### src/rtl/fazyrv_stb.sv
// fazyrv_stb -- serial store data path.
//
// Collects the serially streamed rs2 value (CHUNKSIZE bits per cycle, LSB
// chunk first) into a 32-bit word. It then replicates and aligns the word
// for SB/SH/SW, generates the byte selects and runs one Wishbone-classic
// write. done_o releases the core's store sequence.
//
// Parameters:
//   CHUNKSIZE   bits per serial cycle (1, 2, 4, 8, 16, 32)
//   NO_ICYC     chunks per word, derived from CHUNKSIZE
//
// Ports:
//   clk_i, rst_i               clock, async active-high reset
//   start_i                    store request, sampled in IDLE only
//   ls_b_i/ls_h_i/ls_w_i       access size, sampled with start_i
//   adr_lsbs_i                 address bits [1:0], sampled with start_i
//   ser_vld_i, ser_i           serial rs2 chunk stream
//   wbm_cyc_o/stb_o/we_o       Wishbone write cycle
//   wbm_sel_o, wbm_dat_o       byte selects / write data (zero outside REQ)
//   wbm_ack_i                  bus acknowledge
//   busy_o                     sequence in progress
//   done_o                     one-cycle completion pulse
//   misalngd_o                 misaligned-store pulse with done_o
//
// Build option:
//   FAZYRV_STB_MISALGN_EN  misaligned half/word stores trap (no bus cycle).
//                          Without it, the low address bits are forced
//                          aligned and the write is issued.

module fazyrv_stb #(
    parameter int CHUNKSIZE = 8,
    parameter int NO_ICYC   = 32 / CHUNKSIZE
) (
    input  logic                 clk_i,
    input  logic                 rst_i,
    input  logic                 start_i,
    input  logic                 ls_b_i,
    input  logic                 ls_h_i,
    input  logic                 ls_w_i,
    input  logic [1:0]           adr_lsbs_i,
    input  logic                 ser_vld_i,
    input  logic [CHUNKSIZE-1:0] ser_i,
    output logic                 wbm_cyc_o,
    output logic                 wbm_stb_o,
    output logic                 wbm_we_o,
    output logic [3:0]           wbm_sel_o,
    output logic [31:0]          wbm_dat_o,
    input  logic                 wbm_ack_i,
    output logic                 busy_o,
    output logic                 done_o,
    output logic                 misalngd_o
);

    localparam int CW = (NO_ICYC > 1) ? $clog2(NO_ICYC) : 1;

    typedef enum logic [1:0] {IDLE, COLLECT, REQ, DONE} state_t;
    typedef enum logic [1:0] {SZ_B, SZ_H, SZ_W} size_t;

    state_t          state;
    size_t           size_q;
    logic [1:0]      adr_q;
    logic [CW-1:0]   cnt;
    logic [31:0]     sreg;
    logic [31:0]     sreg_nxt;
    logic            cyc_q;
    logic [3:0]      sel_q;
    logic [31:0]     dat_q;
    logic            done_q;
    logic            last_chunk;
    logic            trap;
    logic [1:0]      adr_eff;
    logic [3:0]      sel_nxt;
    logic [31:0]     dat_nxt;

    // A full-width chunk replaces the whole register; the slice form
    // below would be empty for CHUNKSIZE=32.
    generate
        if (CHUNKSIZE == 32) begin : g_full
            assign sreg_nxt = ser_i;
        end else begin : g_shift
            assign sreg_nxt = {ser_i, sreg[31:CHUNKSIZE]};
        end
    endgenerate

    assign last_chunk = ser_vld_i && (cnt == CW'(NO_ICYC - 1));

    // Alignment: half uses adr[1] only, word always lane 0. With the trap
    // option, the raw address decides whether the store is misaligned.
    always_comb begin
        adr_eff = adr_q;
        trap    = 1'b0;
        case (size_q)
            SZ_H: begin
                adr_eff = {adr_q[1], 1'b0};
`ifdef FAZYRV_STB_MISALGN_EN
                trap    = adr_q[0];
`endif
            end
            SZ_W: begin
                adr_eff = 2'b00;
`ifdef FAZYRV_STB_MISALGN_EN
                trap    = |adr_q;
`endif
            end
            default: ;
        endcase
    end

    // Data is built from sreg_nxt so the last chunk lands in the same
    // cycle the bus request is raised.
    always_comb begin
        sel_nxt = 4'b1111;
        dat_nxt = sreg_nxt;
        case (size_q)
            SZ_B: begin
                sel_nxt = 4'b0001 << adr_eff;
                dat_nxt = {4{sreg_nxt[7:0]}};
            end
            SZ_H: begin
                sel_nxt = 4'b0011 << adr_eff;
                dat_nxt = {2{sreg_nxt[15:0]}};
            end
            default: ;
        endcase
    end

`ifdef FAZYRV_STB_MISALGN_EN
    logic misalngd_q;
    assign misalngd_o = misalngd_q;
`else
    assign misalngd_o = 1'b0;
`endif

    always_ff @(posedge clk_i or posedge rst_i) begin
        if (rst_i) begin
            state  <= IDLE;
            size_q <= SZ_W;
            adr_q  <= 2'b00;
            cnt    <= '0;
            sreg   <= '0;
            cyc_q  <= 1'b0;
            sel_q  <= 4'b0000;
            dat_q  <= '0;
            done_q <= 1'b0;
`ifdef FAZYRV_STB_MISALGN_EN
            misalngd_q <= 1'b0;
`endif
        end else begin
            done_q <= 1'b0;
`ifdef FAZYRV_STB_MISALGN_EN
            misalngd_q <= 1'b0;
`endif
            case (state)
                IDLE: begin
                    if (start_i) begin
                        // Priority b > h > w; nothing set also means word.
                        if (ls_b_i)      size_q <= SZ_B;
                        else if (ls_h_i) size_q <= SZ_H;
                        else if (ls_w_i) size_q <= SZ_W;
                        else             size_q <= SZ_W;
                        adr_q <= adr_lsbs_i;
                        cnt   <= '0;
                        state <= COLLECT;
                    end
                end
                COLLECT: begin
                    if (ser_vld_i) begin
                        sreg <= sreg_nxt;
                        cnt  <= last_chunk ? '0 : cnt + CW'(1);
                        if (last_chunk) begin
                            if (trap) begin
                                state  <= DONE;
                                done_q <= 1'b1;
`ifdef FAZYRV_STB_MISALGN_EN
                                misalngd_q <= 1'b1;
`endif
                            end else begin
                                state <= REQ;
                                cyc_q <= 1'b1;
                                sel_q <= sel_nxt;
                                dat_q <= dat_nxt;
                            end
                        end
                    end
                end
                REQ: begin
                    if (wbm_ack_i) begin
                        cyc_q  <= 1'b0;
                        sel_q  <= 4'b0000;
                        dat_q  <= '0;
                        done_q <= 1'b1;
                        state  <= DONE;
                    end
                end
                default: state <= IDLE;  // DONE
            endcase
        end
    end

    assign wbm_cyc_o = cyc_q;
    assign wbm_stb_o = cyc_q;
    assign wbm_we_o  = cyc_q;
    assign wbm_sel_o = sel_q;
    assign wbm_dat_o = dat_q;
    assign busy_o    = (state != IDLE);
    assign done_o    = done_q;

endmodule

### config.mk
export PLATFORM = sky130hd
export DESIGN_NAME = fazyrv_stb
export DESIGN_NICKNAME = d
export VERILOG_FILES = /design/src/rtl/fazyrv_stb.sv
export SDC_FILE = /design/constraint.sdc
export NUM_CORES = 1
export LEC_CHECK = 0
export ABC_AREA = 1
export BUFFER_PORTS_ARGS = -buffer_cell sky130_fd_sc_hd__buf_2
export CORE_MARGIN = 2
export CORE_UTILIZATION = 43
export DETAILED_ROUTE_END_ITERATION = 6
export PLACE_DENSITY = 0.67
export SLEW_MARGIN = 10
export SYNTH_ARGS = -nofsm -noshare
export SYNTH_HDL_FRONTEND = slang
export SYNTH_SLANG_ARGS = --single-unit
### constraint.sdc
create_clock -name clk_i -period 1.96 [get_ports clk_i]
set_clock_uncertainty 0.1 [all_clocks]
set_input_delay 0.098 -clock clk_i [delete_from_list [all_inputs] [get_ports clk_i]]
set_output_delay 0.098 -clock clk_i [all_outputs]
set_load 0.03 [all_outputs]
---- Word-level counts from Yosys, hierarchy flattened ----
Cells that the tools add are included.
operators by class
  reductions and logical operators ........ 11
  shift-type cells ........................ 2
  $add $sub $neg .......................... 1
  equality and inequality tests ........... 9
  muxes and demuxes ....................... 28
operators by type and width
  cell                 number
  $pmux 32 s2          2
  $mux 32              3
  $mux 2               9
  $pmux 4 s2           2
  $mux 4               3
  $ne 2x2->1 const B   4
  $pmux 2 s2           2
  $reduce_and 4->1     2
  $eq 2x2->1 const B   3
  $pmux 2 s3           1
  $reduce_bool 2->1    3
  $mux 1               5
  $eq 2x1->1 const B   2
  $logic_not 2->1      2
  $reduce_and 2->1     2
  $shl 1x2->4 const A  1
  $shl 2x2->4 const A  1
  $reduce_and 3->1     1
  $add 2x1->2 const B  1
  $pmux 1 s2           1
  $logic_and 1x1->1    1
word-level totals
  input bits .............................. 18
  flip-flop bits (word level) ............. 78

---- Logic depth before layout (Yosys ltp) ----
  depth in word-level cells ............... 7
  mapped depth ............................ 11

---- Worst setup path after synthesis ----
Ideal clock, no wire load.
  path type ............................... register -> register
  start ................................... register size_q[1]
  end ..................................... register dat_q[10], in the netlist wbm_dat_o[10]
  setup time .............................. 0.121 ns
  required time ........................... 1.739 ns
  setup slack ............................. 0.318 ns
  path buffers ............................ 3
  period minus slack after synthesis ...... 1.642 ns
  cell stages (with the launch flop) ...... 10
  arrival time ............................ 1.421 ns
  path through ............................ dfstp_2 > inv_1 > ha_1 > buf_6 > inv_4 > nand2_4 > buf_6 > buf_6 > o211ai_1 > nand2_1
on the way
  longest elaborated chain between the ends .. 5
RTL lines
  element                                               RTL line  RTL
  start, declared                                       60        size_t size_q;
  start signal, assigned                                137       size_q <= SZ_W;
  start signal, assigned                                157       if (ls_b_i) size_q <= SZ_B;
  start signal, assigned                                158       else if (ls_h_i) size_q <= SZ_H;
  $eq 2x1->1 / $logic_not 2->1 (equally long branches)  114       case (size_q)
  $pmux 32 s2 *                                         114
  $mux 32 *                                             170       if (last_chunk) begin
  $mux 32 *                                             167       if (ser_vld_i) begin
  $pmux 32 s2 *                                         153       case (state)
  end signal, assigned                                  181       dat_q <= dat_nxt;
  end, declared                                         67        logic [31:0] dat_q;
Every way passes the cells marked *; elsewhere a longest branch is shown, timed or not. The select of a mux whose other input is x is not followed.
A chain may end at the register's enable or synchronous reset.

---- Worst setup path after layout ----
  start ................................... register state[0]
  end ..................................... register size_q[1]
on the way
  longest elaborated chain between the ends .. 2
RTL lines
  element                     RTL line  RTL
  start, declared             59        state_t state;
  start signal, assigned      136       state <= IDLE;
  start signal, assigned      163       state <= COLLECT;
  start signal, assigned      172       state <= DONE;
  $logic_not 2->1             153
  $reduce_and 2->1 (no line)  -
  end signal, assigned        157
  end signal, assigned        158
  end signal, assigned        159       else if (ls_w_i) size_q <= SZ_W;
No other way between the ends.

==> results.md <==
- Drt first pass iters: 4
- Commonest cells after routing, fill and taps aside: nand2_1, dfrtp_1, buf_2
- All-Layer GR Usage: 0.173
- Req. time, crit path: about 2.2 ns
- Clock period minus worst slack: about 1.8 ns
- Total gr overflow: 0
- Die Span Y: 90.8 µm
- Core area: roughly 7300 µm²
- Total power per unit cell area: 1440 nW/µm²
- Main combinational cell family by area after synthesis: simple AND/OR/NAND/NOR gates
- Ant diodes: 0
- LEAKAGE: between 2 and 2.5 nW
- CP arrival: roughly 2 ns
- Pre-CTS setup slack: 0.220 ns
- Met2 usage: 0.313
- Tcrit/Tclk final: 0.903
- Share of Yosys cell area claimed by the top area cell type: 0.533
- Synth Area in Adders: 0.0232
- Busiest grt layer: met2
- CTS Buffer Depth: 2
- Final WS setup: 0.190 ns
- GR Util met3: 0.0476
- Vias in the first global route: 2474
- Total Nets Final: between 400 and 500
- Post-Syn Area: approximately 3200 µm²
- Fill cells: 714
- Clock Pin Slew Worst Setup and Hold Paths: roughly 0.070 ns
- Routed length per placed instance: 12.5 µm
- Final Max Slew Viols: 0
- Syn nets: ~380
- DR vias/cell: 4.77
- Seq/Total Area, Yosys: 0.541
- Die footprint: between 8000 and 9000 µm²
- CP Max Fanout: 4
- Outcome: completed
- Rel. slew slack: 0.577
- Synth Area in Simple Gates: 0.216
- CTS buffer count: 9
- First-pass GRT wire length: 11.2 mm
- Synth Register Bits: 70
- Mapped Cells: between 300 and 400
- Cell Area, Placed: roughly 3600 µm²
- Yosys top cell by area: dfrtp_1
- Antenna violations before repair: 0
- Final Hold Viols: 0
- Synthesis warning total: 0
- Setup TNS: 0 ns
- HP Class: in2reg
- Synth Area in Compound Gates: 0.0745
- Initial Util: 0.444
- Htree depth: 3
- Mux share of post-synthesis cell area: 0.0556
- HPWL Detailed: around 4.4 mm
- Placer Congestion: 0.745
- Yosys cell types: 24
- Final Util: 0.548
- FP Rows: 31
- Die X: slightly above 90 µm
- DRC: 0
- Grt met1 use: 0.191
- Kind of end point of the critical path: flop
- Slew @ Worst Pin: about 0.63 ns
- Clock sinks: 70
- Layout area overhead: 23.4%
- Root Driver: clkbuf_8
- Critical path type: reg2reg
- Final wirelength: roughly 6.7 mm
- Layout cells sized above 1: 0.248
- I/O Buffers: 57
- Pin count of the biggest net entering global routing: 44
- Boundary pin count: 60
- Max VDD drop: 1.38 mV
- Initial DRC count: 90
- Area contributors post-synth: dfrtp_1, nand2_1, mux2_2, buf_6, o211ai_1
- DRT antenna net count: 0
- Final non-filler cell area: ~4000 µm²
- Via count: around 2500
- Maxcap violations: 0
- Syn avg cell area: between 9 and 10 µm²
- Setup violators final: 0
- RSZ-0062 raised after global routing: false
- Most common cell after layout, fill and taps aside: nand2_1
- Clock Latency Late Sink: ~0.35 ns
- Crit path launch type: flop
- CTS tree: built
- Post-synthesis xor/xnor area fraction: 0
- FMAX: 565 MHz
critical path, stage by stage, from the launching register on:
cell and delay (ns):
dfrtp_1 0.41, inv_1 0.09, ha_1 0.20, nand2_1 0.13, o31ai_1 0.20, dlygate4sd3_1 0.58
per-stage QoR:
stage          hold WS [ns]  power (mW)  instances
2_1_floorplan        0.0605        3.91        354
3_3_place_gp          0.111        4.11        498
3_5_place_dp          0.120        4.19        498
4_1_cts             0.00846        5.83        530
5_1_grt              0.0483        6.20        530
6_report             0.0180        5.76        530
metal layers:
layer,up-vias,wire length (µm)
met5,-,0
met4,0,103
met3,11,296
met2,52,3460
met1,1197,2790
li1,1268,-
area by class of cell:
class / instances / area [µm²] / share of cell area
Tap cell: 99 / 124 / 0.0310
Clock inverter: 5 / 129 / 0.0322
Multi-Input combinational cell: 238 / 1200 / 0.300
Clock buffer: 11 / 151 / 0.0379
Sequential cell: 70 / 1750 / 0.438
Inverter: 28 / 111 / 0.0279
Timing Repair Buffer: 79 / 528 / 0.132
synthesized netlist by cell type:
library cell,instances
dfrtp_1,69
o21ai_2,1
nand4_1,2
o21ai_0,5
dfstp_2,1
conb_1,1
inv_2,5
inv_4,1
mux2_2,16
buf_4,5
nand3_1,11
o31ai_1,1
nand2_1,148
nand2_2,1
buf_6,12
inv_1,22
a21oi_1,9
buf_2,1
nor2_1,11
o211ai_1,16
nand3b_1,1
nand2_4,2
ha_1,6
o21ai_1,7
flip-flops by register name, indices dropped and copies added (netlist names):
name and cells:
wbm_sel_o 4, state 2, wbm_cyc_o 1, wbm_dat_o 32, adr_q 2, sreg 24
cnt 2, size_q 2, done_o 1
power by group:
group | switching (mW) | leakage (nW) | internal, mW
Clock | 0.537 | 0.140 | 1.05
Combinational | 1.34 | 1.18 | 0.754
Sequential | 0.268 | 0.912 | 1.82
cell families (layout without fill, tap and decap cells):
group                    after synthesis  count (layout)
AND/OR/NAND/NOR                      176             176
flip-flops                            70              70
buffers and inverters                 46             123
AO/OA/AOI/OAI                         39              39
multiplexers                          16              16
adder cells (fa/ha/maj)                6               6
other                                  1               1
what timing repair did:
| item | 4_1_cts | 5_1_grt |
|---|---|---|
| gates resized for setup | 0 | 0 |
| hold endpoints to repair | 48 | 0 |
| setup buffers | 0 | 0 |
| setup endpoints to repair | 0 | 0 |
| hold buffers | 16 | 0 |
worst paths after layout:
| kind | startpoint | end | slack, ns | depth (start not counted) |
|---|---|---|---|---|
| setup / recovery | state[0]$_DFFE_PP0P_ | size_q[1]$_DFFE_PP1P_ | 0.19 | 5 |
| hold / removal | start_i | adr_q[0]$_DFFE_PP0P_ | 0.02 | 4 |
| setup reg to reg | state[0]$_DFFE_PP0P_ | size_q[1]$_DFFE_PP1P_ | 0.19 | 5 |
| hold reg to reg | wbm_dat_o[8]$_DFFE_PP0P_ | wbm_dat_o[8]$_DFFE_PP0P_ | 0.37 | 2 |
| max in group asynchronous | rst_i | wbm_dat_o[1]$_DFFE_PP0P_ | 0.87 | 4 |
| min in group asynchronous | rst_i | wbm_sel_o[1]$_DFFE_PP0P_ | 0.28 | 3 |
No activity file was read; power rests on OpenSTA's default activity.
